`config.mk`:
```
export PLATFORM = sky130hd
export DESIGN_NAME = prio_enc8to3_flat
export DESIGN_NICKNAME = d
export VERILOG_FILES = /design/src/rtl/prio_enc8to3_if.sv /design/src/rtl/prio_enc8to3.sv /design/src/flat_wrapper.sv
export SDC_FILE = /design/constraint.sdc
export NUM_CORES = 1
export LEC_CHECK = 0
export ABC_AREA = 1
export CAP_MARGIN = 20
export CORE_AREA = 4 4 41 43
export CTS_CLUSTER_SIZE = 24
export DETAILED_ROUTE_END_ITERATION = 10
export DIE_AREA = 0 0 45 47
export DONT_BUFFER_PORTS = 1
export GPL_TIMING_DRIVEN = 0
export SYNTH_ARGS = -nofsm -noshare
export SYNTH_HDL_FRONTEND = slang
export SYNTH_SLANG_ARGS = --single-unit
export TNS_END_PERCENT = 1
```
`constraint.sdc`:
```
create_clock -name clk -period 3.3 [get_ports clk]
set_input_delay 0.33 -clock clk [delete_from_list [all_inputs] [get_ports clk]]
set_output_delay 0.33 -clock clk [all_outputs]
set_load 0.05 [all_outputs]
```
`src/rtl/prio_enc8to3_if.sv`:
```
// Request/grant bundle for the 8-to-3 priority encoder.
// master = encoder side; slave = requester/consumer side.
interface prio_enc8to3_if;
  logic [7:0] req;
  logic       out_ready;
  logic       out_valid;
  logic [2:0] out_code;
  logic [7:0] pending;

  modport master (
    input  req,
    input  out_ready,
    output out_valid,
    output out_code,
    output pending
  );

  modport slave (
    output req,
    output out_ready,
    input  out_valid,
    input  out_code,
    input  pending
  );
endinterface

```
`src/rtl/prio_enc8to3.sv`:
```
// Registered 8-to-3 priority encoder with sticky pending bits.
// Ports: clk, rst (sync, active high), bus (req/out_ready in;
// out_valid/out_code/pending out). ROUND_ROBIN selects rotation.
module prio_enc8to3 #(
  parameter bit ROUND_ROBIN = 1'b0
) (
  input logic            clk,
  input logic            rst,
  prio_enc8to3_if.master bus
);

  typedef enum logic {
    IDLE = 1'b0,
    HOLD = 1'b1
  } state_t;

  state_t     state_q;
  logic [2:0] code_q;
  logic [2:0] last_q;
  logic [7:0] pend_q;
  logic [7:0] pend_d;
  logic [7:0] clr;
  logic [2:0] base;
  logic [2:0] fx_code;
  logic [2:0] rr_code;
  logic [2:0] win;
  logic       hs;
  logic       load;

  assign hs     = (state_q == HOLD) & bus.out_ready;
  assign clr    = hs ? (8'b1 << code_q) : 8'h00;
  // set wins over clear for a same-cycle re-request
  assign pend_d = (pend_q & ~clr) | bus.req;
  assign load   = (state_q == IDLE) | hs;
  // pointer as it will be after this edge
  assign base   = hs ? code_q : last_q;

  // highest set index wins
  always_comb begin
    fx_code = 3'd0;
    for (int i = 0; i < 8; i++) begin
      if (pend_d[i]) fx_code = 3'(i);
    end
  end

  // scan base+8 down to base+1; closest to base+1 wins,
  // base itself (offset 8) is searched last
  always_comb begin
    rr_code = 3'd0;
    for (int i = 8; i >= 1; i--) begin
      if (pend_d[base + 3'(i)]) rr_code = base + 3'(i);
    end
  end

  assign win = ROUND_ROBIN ? rr_code : fx_code;

  always_ff @(posedge clk) begin
    if (rst) begin
      state_q <= IDLE;
      code_q  <= 3'd0;
      last_q  <= 3'd7;
      pend_q  <= 8'h00;
    end else begin
      pend_q <= pend_d;
      if (hs) last_q <= code_q;
      if (load) begin
        if (|pend_d) begin
          state_q <= HOLD;
          code_q  <= win;
        end else begin
          state_q <= IDLE;
        end
      end
    end
  end

  assign bus.out_valid = (state_q == HOLD);
  assign bus.out_code  = code_q;
  assign bus.pending   = pend_q;

endmodule

```
`src/flat_wrapper.sv`:
```
// flat-port wrapper written by rule: the top's interface ports become plain ports
module prio_enc8to3_flat 
#(
  parameter bit ROUND_ROBIN = 1'b0
)
  (clk, rst, bus_req, bus_out_ready, bus_out_valid, bus_out_code, bus_pending);
  prio_enc8to3_if bus_i ();
  input logic clk;
  input logic rst;
  input wire logic [$bits(bus_i.req)-1:0] bus_req;
  input wire logic [$bits(bus_i.out_ready)-1:0] bus_out_ready;
  output wire logic [$bits(bus_i.out_valid)-1:0] bus_out_valid;
  output wire logic [$bits(bus_i.out_code)-1:0] bus_out_code;
  output wire logic [$bits(bus_i.pending)-1:0] bus_pending;
  assign bus_i.req = bus_req;
  assign bus_i.out_ready = bus_out_ready;
  assign bus_out_valid = bus_i.out_valid;
  assign bus_out_code = bus_i.out_code;
  assign bus_pending = bus_i.pending;
  prio_enc8to3 #(.ROUND_ROBIN(ROUND_ROBIN)) u_core (.clk(clk), .rst(rst), .bus(bus_i));
endmodule
```
==> results.ini <==
[pwr]
power.switching_mw = 0.126
pwr-share-clk_pct = 32.1
intPower_mw = 0.239
p_seq_share_pct = 56.4
p_sw_share_pct = 34.5
p_per_area_nw_per_um2 = 555
peakVddDrop_mv = 0.266
p_leak_nw = 0.289
power_mw = 0.365
combinationalPowerShare_pct = 11.5

[cts]
clock_path_buffers = 2
clk_latency_ps = 270
postCtsSetupBuffers = 0
cts_tree = yes
cts_buffers = 3
cts_max_level = 1
clk_transition_reported_paths_ps = 80
postCtsHoldBufs = 0
ctsResizeCount = 0
cts_sinks = 12
cts-root-buf = clkbuf_4

[critical_path]
worstReg2RegStart = u_core.bus.out_valid
start_kind = flop
worstPathRequired_ps = 3510
cp.arrival_ps = 2100
path_max_fanout = 5
setup.worst_path.start = u_core.bus.out_valid
end_kind = flop
critPathKind = reg -> reg

[worst_hold_path]
hold_path_class = in -> reg
min_from = bus_req[2]

[logic_synthesis]
synth_seq_cells = 12
avgSynthCellArea_um2 = 7.10
synth-simple-area-share_pct = 38.6
synthDistinctLibCells = 15
syn-num-nets = 96
synthXorXnorAreaFrac_pct = 0
netlist_instances = 85
synth_top_family_by_area = simple AND/OR/NAND/NOR gates
synth_fa_ha_area_share_pct = 0
seq_area_frac_synth_pct = 39.8
synth_top_cell_area_share_pct = 39.8
synth-compound-area-share_pct = 13.1
synth.area.top_cells = dfxtp_1 (40%), nand2_1 (14%), nor2_1 (9.3%)
yosysTopAreaCell = dfxtp_1
syn_area_um2 = 603
synthMuxAreaShare_pct = 0
ys_warn_count = 0

[sta]
finClkSkew_ps = 1.62
tns_ps = 0
relSlewSlack_pct = 58.5
post-route-min-period_ps = 1900
rsz0062_at_grt = no
final-hold-violation-count = 0
slew_viol_final = 0
max_clock_freq_mhz = 527
tightest_slew_ps = 622
finalCritPeriodShare_pct = 57.5
finalSetupViolCount = 0

[die]
num_rows = 13
core-area_um2 = 1300
die_w_um = 45
die_h_um = 47
dieArea_um2 = 2120
ios = 23
start_util_pct = 46.3

[layout]
final_layout_size_suffix_gt1_share_pct = 27.0
fin_nets = 101
syn_to_final_growth_pct = 9.13
finish.instance_area_um2 = 658
num_antenna_cells = 0

[global_route]
antenna_found_initial = 0
grt_pass1_wl_um = 2040
grt_pass1_vias = 486
grt_max_degree = 11
grt.overflow.total = 0
grt_usage_pct = 13.7

[drt]
wl_per_cell_um = 11.8
drt-pass1-iter-count = 5
ant_nets = 0
drc = 0
vias = 507
drtIter0Drc = 13
drt-vias-per-instance = 4.88
totalWireLength_um = 1220

[run_status]
outcome = finished clean

[placement]
gp_congestion = 0.812
dpl.hpwl_um = 1010
port_buffers = 0
dpl_cell_area_um2 = 622

[flow_run]
cap_viol_max_count = 0

-- cells in the mapped netlist --
cell type and instances:
nand2_1 22, nor2_2 6, a21boi_0 1, o21ai_0 1, a21oi_1 3, inv_2 3
nand2_4 1, a21oi_4 1, nand2_2 4, inv_1 7, nand3_1 4, nor2_1 15
clkbuf_8 1, a21oi_2 4, dfxtp_1 12
-- kinds of logic (layout without fill, tap and decap cells) --
kind of cell           after synthesis  in the layout
flip-flops                          12             12
AND/OR/NAND/NOR                     52             52
buffers and inverters               11             15
AO/OA/AOI/OAI                       10             10
-- path summary, 6_finish.rpt --
kind                            endpoint  slack, ps  depth (start not counted)
hold / removal     u_core.bus.pending[2]        180                          2
hold reg to reg   u_core.bus.out_code[2]        770                          2
setup / recovery  u_core.bus.out_code[2]       1400                         10
setup reg to reg  u_core.bus.out_code[2]       1400                         10
-- layout make-up --
type                            count  area (um2)
Clock buffer                        4        36.3
Buffer                              1        13.8
Sequential cell                    12         240
Inverter                           10        37.5
Fill cell                         143         643
Multi-Input combinational cell     62         312
Tap cell                           15        18.8
-- sequential cells by signal, indices dropped and copies added (netlist names) --
register              flops
u_core.bus.pending        8
u_core.bus.out_code       3
u_core.bus.out_valid      1
-- per-layer routing --
layer	track usage, %	vias up	wire [um]	share of wire (%)
li1	-	268	-	-
met3	3.07	4	108	8.8
met2	22.0	23	589	48
met4	8.77	0	20	1.6
met5	0	-	0	0
met1	16.4	212	505	41
-- power groups by stage --
stage	sequential (mW)	combinational, mW	clock [mW]
floorplan	0.207	0.0357	0
global placement	0.210	0.0414	0
detailed placement	0.210	0.0422	0
CTS	0.207	0.0423	0.120
global route	0.208	0.0492	0.125
finish	0.206	0.0418	0.117
-- layout by cell type, fill, tap and decap left out --
master | netlist | routed
inv_2 | 3 | 3
o21ai_0 | 1 | 1
a21oi_4 | 1 | 1
nor2_2 | 6 | 6
a21boi_0 | 1 | 1
a21oi_1 | 3 | 3
nand3_1 | 4 | 4
clkbuf_8 | 1 | 2
nor2_1 | 15 | 15
nand2_4 | 1 | 1
a21oi_2 | 4 | 4
clkbuf_4 | 0 | 3
inv_1 | 7 | 7
dfxtp_1 | 12 | 12
nand2_2 | 4 | 4
nand2_1 | 22 | 22
-- worst max-delay path: stages (launching register included) --
cell     delay (ps)
dfxtp_1         700
nand2_2         130
nor2_2          150
nand2_1          90
a21oi_2         200
nand2_1         110
nor2_2          100
nand2_2          80
nand2_4          80
nand2_1          60
a21oi_1         130
-- stage by stage --
step / setup slack [ps] / hold slack (ps) / utilization [%] / std cells
floorplan: 1570 / 449 / - / 85
global placement: 1410 / 457 / 47.8 / 100
detailed placement: 1400 / 462 / 47.8 / 100
CTS: 1390 / 179 / 50.6 / 104
global route: 1160 / 185 / 50.6 / 104
finish: 1400 / 179 / 50.6 / 104
Power figures use the tool's default switching activity.
